[src/rtl/division_result_bcd.sv]
// -----------------------------------------------------------------------------
// division_result_bcd
//
// Sequential binary-to-BCD converter for the divider's quotient and remainder.
// On a start strobe in IDLE both 8-bit operands are captured and converted in
// parallel with shift-and-add-3 (double dabble), one bit per clock. Eight
// shifts later the 3-digit packed BCD results are published together with a
// one-cycle done pulse.
//
// Ports:
//   clock      in   1   system clock, rising edge
//   reset      in   1   asynchronous, active-high; clears all state and outputs
//   start      in   1   conversion request, sampled only in IDLE
//   quotient   in   8   unsigned binary quotient
//   remainder  in   8   unsigned binary remainder
//   busy       out  1   high in SHIFT and DONE
//   done       out  1   one-cycle pulse; q_bcd/r_bcd are new in this cycle
//   q_bcd      out  12  quotient BCD:  [11:8] hundreds, [7:4] tens, [3:0] units
//   r_bcd      out  12  remainder BCD, same packing
//
// Configuration macro:
//   DIVBCD_HOLD_EN  defined   -> q_bcd/r_bcd hold the last result until the
//                                edge that raises the next done.
//                   undefined -> q_bcd/r_bcd clear at the edge that accepts
//                                start and stay 0 until done.
// -----------------------------------------------------------------------------
module division_result_bcd (
  input  logic        clock,
  input  logic        reset,
  input  logic        start,
  input  logic [7:0]  quotient,
  input  logic [7:0]  remainder,
  output logic        busy,
  output logic        done,
  output logic [11:0] q_bcd,
  output logic [11:0] r_bcd
);

  typedef enum logic [1:0] {
    IDLE  = 2'd0,
    SHIFT = 2'd1,
    DONE  = 2'd2
  } state_t;

  state_t      state;
  logic [7:0]  q_sr;
  logic [7:0]  r_sr;
  logic [11:0] q_acc;
  logic [11:0] r_acc;
  logic [2:0]  bit_cnt;

  logic [11:0] q_next;
  logic [11:0] r_next;

  // One double-dabble step: every digit >= 5 gets +3 (all decided from the
  // pre-add accumulator), then the accumulator shifts left taking in the
  // next binary bit. With 8-bit input the hundreds digit never exceeds 2,
  // so the bit shifted out of the top is always 0.
  function automatic logic [11:0] dabble_step(input logic [11:0] acc,
                                              input logic        in_bit);
    logic [11:0] adj;
    adj = acc;
    for (int d = 0; d < 3; d++) begin
      if (acc[d*4 +: 4] >= 4'd5)
        adj[d*4 +: 4] = acc[d*4 +: 4] + 4'd3;
    end
    return {adj[10:0], in_bit};
  endfunction

  always_comb begin
    q_next = dabble_step(q_acc, q_sr[7]);
    r_next = dabble_step(r_acc, r_sr[7]);
  end

  // NOTE: all state below uses non-blocking assignments so every register
  // samples pre-edge values; blocking here would chain updates within an edge.
  always_ff @(posedge clock or posedge reset) begin
    if (reset) begin
      state   <= IDLE;
      q_sr    <= '0;
      r_sr    <= '0;
      q_acc   <= '0;
      r_acc   <= '0;
      bit_cnt <= '0;
      busy    <= 1'b0;
      done    <= 1'b0;
      q_bcd   <= '0;
      r_bcd   <= '0;
    end else begin
      case (state)
        IDLE: begin
          if (start) begin
            q_sr    <= quotient;
            r_sr    <= remainder;
            q_acc   <= '0;
            r_acc   <= '0;
            bit_cnt <= '0;
            busy    <= 1'b1;
            state   <= SHIFT;
`ifndef DIVBCD_HOLD_EN
            q_bcd   <= '0;
            r_bcd   <= '0;
`endif
          end
        end

        SHIFT: begin
          q_acc   <= q_next;
          r_acc   <= r_next;
          q_sr    <= {q_sr[6:0], 1'b0};
          r_sr    <= {r_sr[6:0], 1'b0};
          bit_cnt <= bit_cnt + 3'd1;
          // Counter at 7 means this edge performs the eighth and final shift.
          if (bit_cnt == 3'd7) begin
            q_bcd <= q_next;
            r_bcd <= r_next;
            done  <= 1'b1;
            state <= DONE;
          end
        end

        DONE: begin
          done  <= 1'b0;
          busy  <= 1'b0;
          state <= IDLE;
        end

        default: begin
          done  <= 1'b0;
          busy  <= 1'b0;
          state <= IDLE;
        end
      endcase
    end
  end

endmodule

[config.mk]
export PLATFORM = sky130hd
export DESIGN_NAME = division_result_bcd
export DESIGN_NICKNAME = d
export VERILOG_FILES = /design/src/rtl/division_result_bcd.sv
export SDC_FILE = /design/constraint.sdc
export NUM_CORES = 1
export LEC_CHECK = 0
export BUFFER_PORTS_ARGS = -buffer_cell sky130_fd_sc_hd__buf_2
export CAP_MARGIN = 20
export CORE_MARGIN = 1.5
export CORE_UTILIZATION = 60
export CTS_BUF_LIST = sky130_fd_sc_hd__clkbuf_2
export CTS_CLUSTER_DIAMETER = 30
export CTS_CLUSTER_SIZE = 12
export DETAILED_ROUTE_END_ITERATION = 10
export GPL_TIMING_DRIVEN = 0
export HOLD_SLACK_MARGIN = 0.08
export PLACE_DENSITY = 0.82
export SLEW_MARGIN = 20
export SYNTH_ARGS = -nofsm -noshare
export SYNTH_HDL_FRONTEND = slang
export SYNTH_SLANG_ARGS = --single-unit
[constraint.sdc]
create_clock -name clock -period 2.9 [get_ports clock]
set_clock_uncertainty 0.05 [all_clocks]
set_input_delay 0.29 -clock clock [delete_from_list [all_inputs] [get_ports clock]]
set_output_delay 0.29 -clock clock [all_outputs]
set_load 0.02 [all_outputs]
==> results.py <==
metrics = {
    "place": {
        "gp_congestion": 0.849,
        "detailed_place_hpwl_mm": 5.06,
        "place_ws_ns": 1.11,
        "post-place-cells": 433,
        "port_buffers": 44,
    },
    "synth": {
        "synth_edf_count": 0,
        "synthTopCellsByArea": "dfrtp_1 52%, a22o_1 5.7%, nand2_1 5.6%",
        "synthArstFlopShare_pct": 100,
        "yosysTopAreaCell": "dfrtp_1",
        "synth_area_um2": 3400,
        "synthTopCellsByCount": "71 x dfrtp_1, 51 x nand2_1, 24 x o21ai_1",
        "syn_avg_cell_area_um2": 10.8,
        "synthCells": 316,
        "ys_seq_area_share_pct": 52.2,
        "synthDistinctLibCells": 30,
        "yosys.cell_count.top_type": "dfrtp_1",
        "synth_warnings": 0,
        "synth_nets": 349,
        "ys.flop_type": "dfrtp_1",
        "postSynthRegisterBits": 71,
        "yosysTopAreaCellShare_pct": 52.2,
    },
    "power_and_ir_drop": {
        "switching_share_pct": 44.4,
        "power.density_nw_per_um2": 1150,
        "seqPwrFrac_pct": 37.4,
        "netSwitchingPower_w": 0.00205,
        "power_leakage_nw": 1.95,
        "clockPowerShare_pct": 11.5,
        "finalPower_w": 0.00462,
        "irDropWorstVdd_mv": 0.557,
        "comb_power_share_pct": 51.1,
        "internal-power_w": 0.00257,
    },
    "clock_tree": {
        "numCtsBuffers": 9,
        "clockBufferDepth": 2,
        "path_clk_slew_ns": 0.19,
        "ctsRootBufferMaster": "clkbuf_2",
        "postCtsSetupRepairBufs": 0,
        "cts-hold-fix-buffers": 17,
        "clock_sinks": 71,
        "insertion_delay_ns": 0.51,
        "cts_tree": "yes",
        "cts_resized": 0,
        "h-tree-depth": 3,
    },
    "die": {
        "die_w_um": 78.3,
        "num_rows": 27,
        "ios": 45,
        "initial_utilization_pct": 62.2,
        "core-area_um2": 5470,
        "die_y_um": 78.3,
        "dieArea_um2": 6130,
    },
    "sta": {
        "maxSlewHeadroom_pct": 62.4,
        "period_share_pct": 62.6,
        "setup_ws_ns": 1.08,
        "rsz0062_at_grt": "no",
        "worst_slew_pin_slew_ns": 0.564,
        "period_needed_ns": 1.82,
        "hold_viol": 0,
        "setup_viol": 0,
        "max_freq_ghz": 0.551,
        "finalMaxSlewViolations": 0,
    },
    "job": {
        "drv_cap": 0,
    },
    "detailed_routing": {
        "viasPerCell": 5.70,
        "drtPass1Iterations": 4,
        "route.detailed.drc": 0,
        "drtIter0Drc": 160,
        "routed_wl_mm": 7.55,
        "ant_nets": 0,
        "vias": 2656,
        "wire_per_inst_um": 16.2,
    },
    "setup_path": {
        "critPathTopFamily": "adder cells",
        "path_max_fanout": 10,
        "cp_slowest_cell": "dfrtp_1",
        "cp_common_cell": "ha_1",
        "endpoint_kind": "flip-flop",
        "arrival_ns": 2.20,
        "required_ns": 3.28,
        "critPathBufInv": 1,
        "crit_chain": "ha_1 -> ha_1 -> mux2_4 -> nand2_4 -> buf_2 -> nand2_1 -> o31ai_2",
        "crit_type": "flip-flop to flip-flop",
        "cp_slowest_stage_delay_ns": 0.43,
        "startpoint_type": "flip-flop",
    },
    "final_layout": {
        "n_fill_cell": 427,
        "area_growth_pct": 17.8,
        "drive_above_1_share_pct": 22.1,
        "final_net_count": 422,
        "antennaDiodeCount": 0,
        "seqCellArea_um2": 1780,
        "fin_cells": 466,
        "multi_input_area_um2": 1450,
    },
    "global_route": {
        "grt_pass1_wl_mm": 12.9,
        "grt_usage_pct": 27.8,
        "grt_pass1_vias": 2695,
        "antenna_found_initial": 0,
        "overflow": 0,
        "grt_max_degree": 45,
    },
    "run_status": {
        "status": "complete, no violations",
    },
    "min_path": {
        "hp-class": "primary input to async pin",
    },
}
[power groups by stage]
| stage | combinational [W] | clock, W | sequential, W |
|---|---|---|---|
| 5_1_grt | 0.00262 | 0.000584 | 0.00178 |
| 6_report | 0.00236 | 0.000533 | 0.00173 |
| 2_1_floorplan | 0.00155 | 0 | 0.00188 |
| 4_1_cts | 0.00236 | 0.000545 | 0.00172 |
| 3_3_place_gp | 0.00224 | 0 | 0.00172 |
| 3_5_place_dp | 0.00234 | 0 | 0.00174 |
[final timing paths]
path | from | end | slack (ns) | cells past startpoint
worst min register to register | r_bcd[10]$_DFFE_PP0P_ | r_bcd[10]$_DFFE_PP0P_ | 0.45 | 2
worst max register to register | bit_cnt[0]$_DFFE_PP0P_ | q_bcd[7]$_DFFE_PP0P_ | 1.08 | 7
max in group asynchronous | reset | r_acc[8]$_DFFE_PP0P_ | 2.02 | 4
worst max-delay path | bit_cnt[0]$_DFFE_PP0P_ | q_bcd[7]$_DFFE_PP0P_ | 1.08 | 7
worst min-delay path | reset | q_sr[3]$_DFFE_PP0P_ | 0.23 | 3
min in group clock | start | q_bcd[1]$_DFFE_PP0P_ | 0.28 | 4
[sequential cells by signal, indices dropped and copies added (netlist names)]
name     flops
busy         1
done         1
r_sr         8
q_sr         8
r_bcd       12
r_acc       12
bit_cnt      3
state        2
q_bcd       12
q_acc       12
[per-stage QoR]
| step | hold slack, ns | setup TNS, ns | utilization (%) | area [um2] |
|---|---|---|---|---|
| 5_1_grt | 0.232 | 0 | 73.2 | 4010 |
| 6_report | 0.226 | 0 | 73.2 | 4010 |
| 2_1_floorplan | 0.380 | 0 | - | 3400 |
| 3_3_place_gp | 0.407 | -1.76 | 67.9 | 3710 |
| 4_1_cts | 0.206 | 0 | 73.2 | 4010 |
| 3_5_place_dp | 0.247 | 0 | 68.3 | 3740 |
[worst reg2reg max path: cells and delay by family, from the launching register on]
| family | cells | cell delay (ns) |
|---|---|---|
| buf+inv | 1 | 0.26 |
| flops | 1 | 0.43 |
| mux | 1 | 0.29 |
| fa+ha+maj | 2 | 0.45 |
| compound gates | 1 | 0.06 |
| simple gates | 2 | 0.20 |
[cells in the final DEF (no fill, tap or decap)]
cell / netlist / final
a21o_1: 1 / 1
a21oi_1: 17 / 17
a22o_1: 22 / 22
and2b_4: 1 / 1
buf_12: 0 / 1
buf_2: 3 / 47
buf_4: 4 / 4
buf_6: 6 / 6
bufinv_16: 0 / 1
clkbuf_1: 2 / 2
clkbuf_2: 0 / 10
clkinv_1: 0 / 3
clkinv_2: 0 / 2
dfrtp_1: 71 / 71
dlygate4sd3_1: 0 / 17
ha_1: 14 / 14
inv_1: 14 / 13
inv_2: 1 / 1
inv_4: 0 / 1
mux2_2: 2 / 2
mux2_4: 1 / 1
mux2i_1: 18 / 18
nand2_1: 51 / 51
nand2_2: 1 / 1
nand2_4: 1 / 1
nand2b_1: 7 / 7
nand3_1: 6 / 6
nor2_1: 1 / 1
nor2_4: 1 / 1
nor3_1: 6 / 6
nor3b_1: 10 / 10
nor3b_4: 1 / 1
o21ai_0: 17 / 17
o21ai_1: 24 / 24
o21bai_1: 1 / 1
o31ai_2: 6 / 6
xnor2_1: 6 / 6
[layer usage]
| metal | global-route usage, % | part of all wire (%) | wire (um) |
|---|---|---|---|
| met1 | 35.2 | 43 | 3270 |
| met2 | 46.9 | 51 | 3840 |
| met3 | 5.00 | 3.8 | 290 |
| met4 | 12.1 | 2.0 | 148 |
| met5 | 0 | 0 | 0 |
[layout make-up]
cell class	count	area share, %
well taps	72	2.25
flip-flops and latches	71	44.3
clock inverters	6	1.28
repair buffers	62	10.2
inverters	15	1.47
clock buffers	10	1.25
plain buffers	15	3.00
multi-input cells	215	36.2
[logic make-up (layout without fill, tap and decap cells)]
group / Yosys count / after routing / synth area share (%)
compound gates: 88 / 88 / 16.8
simple gates: 86 / 86 / 12.7
flops: 71 / 71 / 52.2
buf+inv: 30 / 108 / 5.18
mux: 21 / 21 / 6.40
fa+ha+maj: 14 / 14 / 5.15
xor+xnor: 6 / 6 / 1.54
Note: power is estimated with default switching activity, not from simulation.
